<file path="config.mk">
export PLATFORM = sky130hd
export DESIGN_NAME = pipe_flush_ctrl
export DESIGN_NICKNAME = d
export VERILOG_FILES = /design/src/rtl/pipe_flush_ctrl_pkg.sv /design/src/rtl/pipe_flush_ctrl_stall_encoder.sv /design/src/rtl/pipe_flush_ctrl.sv
export SDC_FILE = /design/constraint.sdc
export NUM_CORES = 1
export LEC_CHECK = 0
export CORE_MARGIN = 4
export CORE_UTILIZATION = 36
export CTS_CLUSTER_SIZE = 40
export DETAILED_ROUTE_END_ITERATION = 8
export PLACE_DENSITY = 0.79
export SLEW_MARGIN = 20
export SYNTH_ARGS = -nofsm -noshare
export SYNTH_HDL_FRONTEND = slang
export SYNTH_HIERARCHICAL = 1
export SYNTH_SLANG_ARGS = --single-unit
</file>
<file path="constraint.sdc">
create_clock -name clk -period 2.02 [get_ports clk]
set_input_delay 0.404 -clock clk [delete_from_list [all_inputs] [get_ports clk]]
set_output_delay 0.404 -clock clk [all_outputs]
set_load 0.01 [all_outputs]
</file>
<file path="src/rtl/pipe_flush_ctrl_pkg.sv">
// Shared types and constants for the pipeline flush controller: FSM states,
// stall vector patterns (bit0 = PC ... bit6 = WB) and exception codes.
package pipe_flush_ctrl_pkg;

  localparam int STALL_W = 7;

  typedef enum logic [1:0] {
    ST_RUN      = 2'd0,
    ST_FLUSH    = 2'd1,
    ST_REDIRECT = 2'd2,
    ST_IDLE     = 2'd3
  } state_t;

  localparam logic [STALL_W-1:0] STALL_NONE = 7'b0000000;
  localparam logic [STALL_W-1:0] STALL_PC   = 7'b0000001;
  localparam logic [STALL_W-1:0] STALL_ID   = 7'b0000111;
  localparam logic [STALL_W-1:0] STALL_EX   = 7'b0001111;
  localparam logic [STALL_W-1:0] STALL_ALL  = 7'b1111111;

  typedef enum logic [1:0] {
    EXC_NONE = 2'd0,
    EXC_C1   = 2'd1,
    EXC_C2   = 2'd2,
    EXC_C3   = 2'd3
  } exc_code_t;

endpackage

</file>
<file path="src/rtl/pipe_flush_ctrl_stall_encoder.sv">
// Per-slot stall encoder: an EX or interrupt stall freezes PC..EX,
// an ID stall freezes PC..ID.
module pipe_flush_ctrl_stall_encoder
  import pipe_flush_ctrl_pkg::*;
(
  input  logic               i_id,
  input  logic               i_ex,
  input  logic               i_int,
  output logic [STALL_W-1:0] o_stall
);

  // NOTE: every output of an always_comb gets a default first so no latch is inferred.
  always_comb begin
    o_stall = STALL_NONE;
    if (i_ex || i_int) begin
      o_stall = STALL_EX;
    end else if (i_id) begin
      o_stall = STALL_ID;
    end
  end

endmodule

</file>
<file path="src/rtl/pipe_flush_ctrl.sv">
// Dual-issue pipeline controller: exception arbitration, timed flush, PC
// redirect handshake with IF, and idle parking until an interrupt is pending.
module pipe_flush_ctrl
  import pipe_flush_ctrl_pkg::*;
#(
  parameter logic [31:0] EXC_VEC      = 32'h0000000c,
  parameter int          FLUSH_CYCLES = 2
) (
  input  logic               clk,
  input  logic               rst,
  input  logic               stallreq_id_1,
  input  logic               stallreq_id_2,
  input  logic               stallreq_ex_1,
  input  logic               stallreq_ex_2,
  input  logic               int_stallreq,
  input  logic               idle_req,
  input  logic               int_pending,
  input  logic [1:0]         excepttype_1,
  input  logic [1:0]         excepttype_2,
  input  logic [31:0]        exc_pc_1,
  input  logic [31:0]        exc_pc_2,
  input  logic               fetch_ready,
  output logic [STALL_W-1:0] stall1,
  output logic [STALL_W-1:0] stall2,
  output logic               flush,
  output logic               new_pc_valid,
  output logic [31:0]        new_pc,
  output logic [31:0]        epc,
  output logic [1:0]         ecode,
  output logic               busy
);

  localparam int CNT_W = $clog2(FLUSH_CYCLES + 1);

  state_t             r_state, w_state_nxt;
  logic [CNT_W-1:0]   r_cnt, w_cnt_nxt;
  logic               w_latch_exc;
  logic [31:0]        w_epc_nxt;
  logic [1:0]         w_ecode_nxt;
  logic [STALL_W-1:0] w_own1, w_own2;

  pipe_flush_ctrl_stall_encoder u_enc_1 (
    .i_id    (stallreq_id_1),
    .i_ex    (stallreq_ex_1),
    .i_int   (int_stallreq),
    .o_stall (w_own1)
  );

  pipe_flush_ctrl_stall_encoder u_enc_2 (
    .i_id    (stallreq_id_2),
    .i_ex    (stallreq_ex_2),
    .i_int   (int_stallreq),
    .o_stall (w_own2)
  );

  always_comb begin
    w_state_nxt = r_state;
    w_cnt_nxt   = r_cnt;
    w_latch_exc = 1'b0;
    w_epc_nxt   = exc_pc_1;
    w_ecode_nxt = excepttype_1;
    unique case (r_state)
      ST_RUN: begin
        // Slot 1 is older in program order, so it wins a simultaneous exception.
        if (excepttype_1 != EXC_NONE) begin
          w_latch_exc = 1'b1;
        end else if (excepttype_2 != EXC_NONE) begin
          w_latch_exc = 1'b1;
          w_epc_nxt   = exc_pc_2;
          w_ecode_nxt = excepttype_2;
        end
        if (w_latch_exc) begin
          w_state_nxt = ST_FLUSH;
          w_cnt_nxt   = CNT_W'(FLUSH_CYCLES - 1);
        end else if (idle_req) begin
          w_state_nxt = ST_IDLE;
        end
      end
      ST_FLUSH: begin
        if (r_cnt == '0) begin
          w_state_nxt = ST_REDIRECT;
        end else begin
          w_cnt_nxt = r_cnt - 1'b1;
        end
      end
      ST_REDIRECT: begin
        if (fetch_ready) w_state_nxt = ST_RUN;
      end
      ST_IDLE: begin
        if (int_pending) w_state_nxt = ST_RUN;
      end
      default: w_state_nxt = ST_RUN;
    endcase
  end

  // NOTE: sequential state uses non-blocking assignments so every register samples pre-edge values.
  always_ff @(posedge clk) begin
    if (rst) begin
      r_state      <= ST_RUN;
      r_cnt        <= '0;
      flush        <= 1'b0;
      new_pc_valid <= 1'b0;
      new_pc       <= '0;
      epc          <= '0;
      ecode        <= '0;
      busy         <= 1'b0;
    end else begin
      r_state      <= w_state_nxt;
      r_cnt        <= w_cnt_nxt;
      // Outputs are decoded from the next state so they line up with the state register.
      flush        <= (w_state_nxt == ST_FLUSH);
      new_pc_valid <= (w_state_nxt == ST_REDIRECT);
      new_pc       <= (w_state_nxt == ST_REDIRECT) ? EXC_VEC : 32'h0;
      busy         <= (w_state_nxt != ST_RUN);
      if (w_latch_exc) begin
        epc   <= w_epc_nxt;
        ecode <= w_ecode_nxt;
      end
    end
  end

  always_comb begin
    stall1 = STALL_NONE;
    stall2 = STALL_NONE;
    unique case (r_state)
      ST_RUN: begin
        stall1 = w_own1;
        stall2 = w_own2 | w_own1;
      end
      ST_FLUSH, ST_REDIRECT: begin
        stall1 = STALL_PC;
        stall2 = STALL_PC;
      end
      ST_IDLE: begin
        stall1 = STALL_ALL;
        stall2 = STALL_ALL;
      end
      default: ;
    endcase
  end

endmodule

</file>
==> out/metrics.cfg <==
[drt]
drt-total-wl_um=7300
via_per_inst=4.94
drc=0
wl_per_cell_um=15.2
drt_iter0_markers=80
num_vias=2367
ant_nets=0
first_pass_iters=4

[place]
port_buffers=130
dp_hpwl_um=5400
dpl_worst_slack_ns=-0.710
gp_congestion=0.843
place_inst=469

[synthesis]
async_flop_share=0
yosysSeqAreaShare=0.352
syn-cell-area_um2=2330
synth-seq-cells=41
synth_edf_count=0
yosysTopAreaCell=dfxtp_1
ys_warn_count=6
syn_inst=276
synth_top_area_share=0.352
synth_cell_type_count=32
avgSynthCellArea_um2=8.45
yosys-top-cells-area=dfxtp_1 35%, o221a_1 14%, buf_4 14%, a31oi_1 8.3%, inv_1 5.5%
ys.flop_type=dfxtp_1

[power_and_ir_drop]
pwr-share-comb=0.450
p_clk_frac=0.192
p_sw_mw=0.992
peakVddDrop_uv=447
leakagePower_nw=1.59
powerDensity_nw_per_um2=805
p_seq_frac=0.357
p_int_mw=1.99
sw_frac_of_total=0.333

[sta]
fin_crit_sh=0.990
drv_slew=0
rsz0062_at_grt=false
clock_skew_ns=0.0102
holdWs_ns=0.508
timing.fmax_mhz=500
finalSetupViolations=0
hold_viol_final=0
min_period_ns=2.00
setup_slack_ns=0.0193
fin_setup_tns_ns=0

[min_path]
holdCritPathClass=reg -> reg

[clock_tree]
cts_buffers=5
cts_tree=done
clk_latency_ns=0.29
cts_root_buf=clkbuf_8
cts_buffer_depth=2
clock_sinks=41
h-tree-depth=2
clk_pin_slew_worst_paths_ns=0.08

[worst_setup_path]
path_cells=clkdlybuf4s50_1 > or3_4 > buf_6 > nor2_1 > o21ai_0 > buf_2
worst-path-buf-inv=3
slowest_stage=clkdlybuf4s50_1
crit_type=in -> out
slowest_delay_ns=0.41
critPathArrivalTime_ns=1.60
required_ns=1.62
endpoint_kind=primary output
crit_family=buffers and inverters
start_kind=primary input
cp_max_fo=2

[grt]
grt_pass1_vias=2195
overflow=0
antenna_found_initial=0
grt_start_max_net_pins=33
track_usage=0.172
grt_first_pass_wirelength_um=10600

[floorplan]
chipHeight_um=88.5
core_area_um2=6310
ios=161
die_x_um=88.5
die_area_um2=7830
start_util=0.369
rows=29

[final_layout]
area_delta_synth_final_pct=58.8
drive_above_1_share=0.119
layout.cells.non_filler=479
diodes=0
nNetsFinal=480
fin_util=0.586

[flow_run]
maxCapViolations=0

[run_status]
outcome=completed

state kept, by name, summed over array words and instances (netlist names):
register  cells
ecode         2
r_cnt         2
new_pc        1
busy          1
flush         1
r_state       2
epc          32
placed cells by master, fill, tap and decap left out, types with 2 or more instances in the layout:
cell and n:
nor2_1 10, nor3_1 2, nand2_1 12, conb_1 36, a31oi_1 31, buf_4 19, clkdlybuf4s50_1 119, inv_1 34
buf_2 2, o21ai_0 6, clkbuf_8 6, nor2_2 2, a21oi_1 8, buf_6 2, dfxtp_2 2, nand2b_1 3
clkbuf_2 3, or2_4 2, o221a_1 30, or3_4 3, a211o_1 2, clkdlybuf4s15_1 2, or2_1 3, dlygate4sd2_1 2
o221a_2 2, dfxtp_1 39
area by class of cell:
| cell class | count | area (µm²) |
|---|---|---|
| clock buffers | 6 | 82.6 |
| clock inverters | 2 | 13.8 |
| fillers | 565 | 2610 |
| inverters | 34 | 128 |
| multi-input cells | 168 | 1110 |
| flip-flops and latches | 41 | 823 |
| well taps | 77 | 96.3 |
| repair buffers | 151 | 1450 |
synth_stat cells, types with 2 or more instances:
library cell	number
o221a_2	2
a211o_1	2
inv_1	34
conb_1	3
nand2b_1	3
nand2_1	13
clkbuf_1	16
o221a_1	30
or2_1	4
buf_6	4
o21ai_0	7
nor3_1	2
a31oi_1	31
a21oi_1	8
buf_4	42
nor2_1	13
dfxtp_1	41
buf_2	4
or3_1	4
worst reg2reg max path, cell delays in order (launching register included):
cell	delay [ns]
dfxtp_2	0.37
or2_4	0.30
or3_1	0.41
buf_4	0.22
o221a_2	0.28
path summary, 6_finish.rpt:
kind	endpoint	cells past startpoint	slack, ns	startpoint
setup reg to reg	epc[19]	4	0.34	r_state[1]
hold reg to reg	r_cnt[0]	1	0.51	r_cnt[0]
setup / recovery	stall2[1]	6	0.02	stallreq_id_2
hold / removal	r_cnt[0]	1	0.51	r_cnt[0]
power groups by stage:
stage / clock, mW / sequential [mW] / combinational, mW
after floorplan: 0 / 1.13 / 0.598
after global placement: 0 / 1.07 / 1.33
after detailed placement: 0 / 1.08 / 1.35
after CTS: 0.598 / 1.06 / 1.35
after global routing: 0.627 / 1.09 / 1.44
final: 0.574 / 1.07 / 1.34
layer usage:
layer | share of wire | wire, µm | vias up | global-route usage
li1 | - | - | 1151 | -
met1 | 0.42 | 3030 | 1102 | 0.221
met2 | 0.48 | 3540 | 101 | 0.284
met3 | 0.077 | 559 | 13 | 0.0289
met4 | 0.023 | 170 | 0 | 0.0769
met5 | 0 | 0 | - | 0
logic make-up (layout without fill, tap and decap cells):
family,count (synthesis),count (layout),share of synthesized area
buf+inv,100,193,0.244
compound gates,85,85,0.295
simple gates,45,45,0.0950
flops,41,41,0.352
other cells,3,36,0.00483
fa+ha+maj,1,1,0.00537
mux,1,1,0.00429
per-stage QoR:
step / total power, mW / cell area [µm²]
2_1_floorplan: 1.72 / 2450
3_3_place_gp: 2.40 / 3580
3_5_place_dp: 2.43 / 3580
4_1_cts: 3.01 / 3690
5_1_grt: 3.15 / 3700
6_report: 2.98 / 3700
repair_timing:
action / CTS / global route
hold buffers: 0 / 0
buffers inserted: 2 / 0
pin swaps: 4 / 4
gates cloned: 0 / 0
gates resized for setup: 32 / 10
setup endpoints to repair: 14 / 10
Power figures use the tool's default switching activity.
